--- config.mk ---
export PLATFORM = sky130hd
export DESIGN_NAME = lc3_mem_arbiter
export DESIGN_NICKNAME = d
export VERILOG_FILES = /design/src/rtl/lc3_mem_arbiter.sv
export SDC_FILE = /design/constraint.sdc
export NUM_CORES = 1
export LEC_CHECK = 0
export CAP_MARGIN = 10
export CORE_AREA = 8 8 103 105
export DETAILED_ROUTE_END_ITERATION = 6
export DIE_AREA = 0 0 111 113
export GPL_TIMING_DRIVEN = 1
export PLACE_DENSITY = 0.75
export SLEW_MARGIN = 40
export SYNTH_ARGS = -nofsm -noshare
export SYNTH_HDL_FRONTEND = slang
export SYNTH_SLANG_ARGS = --single-unit
--- constraint.sdc ---
create_clock -name clk -period 1.8 [get_ports clk]
set_input_delay 0.36 -clock clk [delete_from_list [all_inputs] [get_ports clk]]
set_output_delay 0.36 -clock clk [all_outputs]
set_load 0.005 [all_outputs]
--- src/rtl/lc3_mem_arbiter.sv ---
// Two-port arbiter sharing the LC-3 memory between the CPU datapath and a debug/loader port.
// Define ARB_RR_EN for round-robin tie-breaking; otherwise the CPU has fixed priority.
module lc3_mem_arbiter #(
  parameter int ADDR_W  = 16,
  parameter int DATA_W  = 16,
  parameter int MEM_LAT = 2
) (
  input  logic              clk,
  input  logic              rst_n,
  input  logic              cpu_req,
  input  logic              cpu_we,
  input  logic [ADDR_W-1:0] cpu_addr,
  input  logic [DATA_W-1:0] cpu_wdata,
  output logic [DATA_W-1:0] cpu_rdata,
  output logic              cpu_ack,
  input  logic              dbg_req,
  input  logic              dbg_we,
  input  logic [ADDR_W-1:0] dbg_addr,
  input  logic [DATA_W-1:0] dbg_wdata,
  output logic [DATA_W-1:0] dbg_rdata,
  output logic              dbg_ack,
  output logic              mem_en,
  output logic              mem_we,
  output logic [ADDR_W-1:0] mem_addr,
  output logic [DATA_W-1:0] mem_wdata,
  input  logic [DATA_W-1:0] mem_rdata,
  output logic              busy,
  output logic              owner
);

  localparam logic [1:0] IDLE  = 2'd0;
  localparam logic [1:0] ISSUE = 2'd1;
  localparam logic [1:0] WAIT  = 2'd2;
  localparam logic [1:0] DONE  = 2'd3;

  logic [1:0] state;
  logic [2:0] cnt;
  logic       lat_we;
  logic       grant_dbg;

`ifdef ARB_RR_EN
  // Port granted most recently; resets to debug so the CPU wins the first tie.
  logic rr_last;

  always_comb begin
    grant_dbg = dbg_req && (!cpu_req || !rr_last);
  end

  always_ff @(posedge clk or negedge rst_n) begin
    if (!rst_n) begin
      rr_last <= 1'b1;
    end else if (state == IDLE && (cpu_req || dbg_req)) begin
      rr_last <= grant_dbg;
    end
  end
`else
  always_comb begin
    grant_dbg = dbg_req && !cpu_req;
  end
`endif

  always_ff @(posedge clk or negedge rst_n) begin
    if (!rst_n) begin
      state     <= IDLE;
      cnt       <= '0;
      lat_we    <= 1'b0;
      owner     <= 1'b0;
      mem_addr  <= '0;
      mem_wdata <= '0;
      cpu_rdata <= '0;
      dbg_rdata <= '0;
    end else begin
      case (state)
        IDLE: begin
          if (cpu_req || dbg_req) begin
            owner     <= grant_dbg;
            lat_we    <= grant_dbg ? dbg_we    : cpu_we;
            mem_addr  <= grant_dbg ? dbg_addr  : cpu_addr;
            mem_wdata <= grant_dbg ? dbg_wdata : cpu_wdata;
            state     <= ISSUE;
          end
        end
        ISSUE: begin
          if (lat_we) begin
            state <= DONE;
          end else begin
            cnt   <= 3'(MEM_LAT);
            state <= WAIT;
          end
        end
        WAIT: begin
          // mem_rdata is valid in the last WAIT cycle, MEM_LAT cycles after mem_en.
          if (cnt == 3'd1) begin
            if (owner) dbg_rdata <= mem_rdata;
            else       cpu_rdata <= mem_rdata;
            state <= DONE;
          end else begin
            cnt <= cnt - 3'd1;
          end
        end
        default: state <= IDLE;
      endcase
    end
  end

  assign busy    = (state != IDLE);
  assign mem_en  = (state == ISSUE);
  assign mem_we  = (state == ISSUE) && lat_we;
  assign cpu_ack = (state == DONE) && !owner;
  assign dbg_ack = (state == DONE) && owner;

endmodule

==> run metrics <==
Reg power frac 37.2%; Total Wirelength 9240 µm; pwr/cell area 1440 nW/µm²; Net Sw Frac 31.4%; drt first pass iters 4; latest clock arrival within the worst-skew pair 0.34 ns; TritonCTS buffer count 9; Crit Path Class flip-flop to flip-flop; Post-Syn Instances 259; Synth Net Count 352; initial antenna violation count 0; achievable clock frequency 572 MHz; DP Worst Slack -0.0157 ns; placed instance area 4950 µm²; Core Box Area 8980 µm²; Setup TNS 0 ns; Nets 518; clk sink count 71; grt met1 use 15.6%; routability cong. 0.724; CP max stage delay 0.38 ns; Max VDD drop 0.665 mV; number of distinct library cells after synthesis 29; endpoint class of the critical path flip-flop; final setup fails 0; CTS Hold Buffers Added 0; Synth Area per Inst 12.4 µm²; P&R area growth vs syn 63.3%; Clock Tree Buf Depth 2; part of the power in combinational logic 46.7%; WP data arrival 1.98 ns; Synth Warn # 0; Final HPWL DP 6940 µm; # DRC 0; crit path launch type flip-flop; max cap viols 0; final non-filler cell total 541; Chip Height 113 µm; remaining global-route overflow 0; Clock Tree Root clkbuf_8; outcome complete, no violations; Reg2Reg Launch Point state[1]$_DFFE_PN0P_; Routed wire per std cell 17.1 µm; Total GRT Usage 14.9%; CTS tree yes; GR peak layer met2; dpl cells 520; initial drt markers 53; IO buf count 155; skew final 0.0130 ns; synthesized area 3210 µm²; Seq/Total Area, Yosys 55.3%; minimum clock period 1.75 ns; CP dominant cell by count buf_6; PnR Total Power 7.57 mW; P_sw 2.37 mW; top fanout value on the critical path 8; worst hold-check path type input port to async pin; leakage 2.24 nW; die area 12,500 µm²; vias 2,522; post-route antenna net violation count 0; starting density of the core 35.8%; GR Util met3 10.5%; Die Span X 111 µm; final instance area 5250 µm²; Int Pwr 5.20 mW; Ant. Diodes 0; layout cell share with drive strength beyond 1 19.5%; Final Cycle Share 97.1%; # IOs 156; r2r setup slk 0.05 ns; clock network power share 16.0%; Worst Reg-to-Reg Cells 7; Clock transition at path regs 0.09 ns; H-Tree Depth 3; WHS 0.0391 ns; row cnt 35; crit path cell chain buf_6 > buf_6 > ha_4 > and3b_4 > nor2b_4 > clkbuf_16 > mux2_4; CP max-delay cell dfrtp_1; final hold vios 0; #FFs+latches synth 71; Rel. slew slack 70.6%; slew at the pin with the worst max-slew slack 0.437 ns; WP data required 2.03 ns; setup ws final 0.0516 ns; vias in the first global route 2,839; M2 GR Usage 22.6%; final core utilization 58.4%; DR vias/cell 4.66; reg-to-reg endpoint cpu_rdata[3]$_DFFE_PN0P_; global-route wire length before repair 15,000 µm; largest net degree at the start of global routing 72; fin. max-slew vios 0
synthesized netlist by cell type (all sizes together):
master	instances	area (µm²)
a22oi	1	7.51
a21bo	1	10.0
nand2b	1	6.26
inv	5	18.8
a211oi	1	7.51
a21boi	1	7.51
dfrtp	71	1780
mux2	34	420
nor2	3	11.3
buf	9	86.3
o221a	1	11.3
and2	2	12.5
and3b	1	12.5
ha	7	87.6
nand2	36	138
nand4	2	12.5
nor2b	3	26.3
mux2i	33	330
clkbuf	6	22.5
o21ai	36	180
nand3	2	10.0
a21oi	2	10.0
nand3b	1	7.51
routing by layer:
metal  vias to the layer above  wire, µm
met5                         -         0
met3                        10      1360
met4                         0       125
met1                      1159      3660
li1                       1232         -
met2                       121      4100
critical path, delay by kind of cell (launching register included):
family	cells	cell delay, ns
buf+inv	3	0.42
flops	1	0.38
mux	1	0.30
fa+ha+maj	1	0.13
simple gates	2	0.42
cell families after synthesis:
| kind of cell | after synthesis | share of synthesized area, % |
|---|---|---|
| buf+inv | 20 | 3.97 |
| simple gates | 51 | 7.36 |
| fa+ha+maj | 7 | 2.73 |
| flops | 71 | 55.3 |
| compound gates | 43 | 7.28 |
| mux | 67 | 23.4 |
sequential cells by signal (all words and copies together) (netlist names):
name and count:
dbg_rdata 16, cpu_rdata 16, mem_addr 16, state 2
cnt 3, mem_wdata 16, lat_we 1, owner 1
cell usage in the layout, fill, tap and decap left out, types with 4 or more instances in the layout:
master,synthesis,final
clkbuf_8,0,11
nand2_1,35,35
clkdlybuf4s50_1,0,149
ha_4,0,4
dfrtp_1,71,69
o21ai_0,36,35
mux2_4,10,10
buf_12,1,5
mux2_2,24,24
buf_4,3,7
mux2i_1,33,33
power by group through the flow:
| stage | registers (mW) | logic [mW] | clock network (mW) |
|---|---|---|---|
| floorplan | 2.85 | 1.26 | 0 |
| global placement | 2.79 | 3.41 | 0 |
| detailed placement | 2.83 | 3.48 | 0 |
| CTS | 2.82 | 3.52 | 1.27 |
| global route | 2.92 | 3.90 | 1.33 |
| finish | 2.82 | 3.54 | 1.21 |
area by class of cell:
cell class / instances / area, µm²
Fill cell: 745 / 3730
Sequential cell: 71 / 1780
Timing Repair Buffer: 170 / 1730
Multi-Input combinational cell: 168 / 1390
Clock buffer: 11 / 151
Tap cell: 111 / 139
Clock inverter: 5 / 40.0
Inverter: 5 / 18.8
worst max path at each step:
| stage | start | endpoint | cells past startpoint |
|---|---|---|---|
| 2_1_floorplan | state[0]$_DFFE_PN0P_ | cpu_rdata[0]$_DFFE_PN0P_ | 8 |
| 3_3_place_gp | dbg_req | mem_wdata[11]$_DFFE_PN0P_ | 5 |
| 3_5_place_dp | dbg_req | mem_wdata[11]$_DFFE_PN0P_ | 5 |
| 4_1_cts | state[1]$_DFFE_PN0P_ | cpu_ack | 5 |
| 5_1_grt | state[1]$_DFFE_PN0P_ | cpu_rdata[12]$_DFFE_PN0P_ | 7 |
| 6_report | state[1]$_DFFE_PN0P_ | cpu_rdata[3]$_DFFE_PN0P_ | 7 |
repair_timing:
item,4_1_cts,5_1_grt
buffers inserted,2,2
resized for setup,18,8
setup endpoints to repair,6,21
gates cloned,0,1
(Power assumes the default switching activity.)
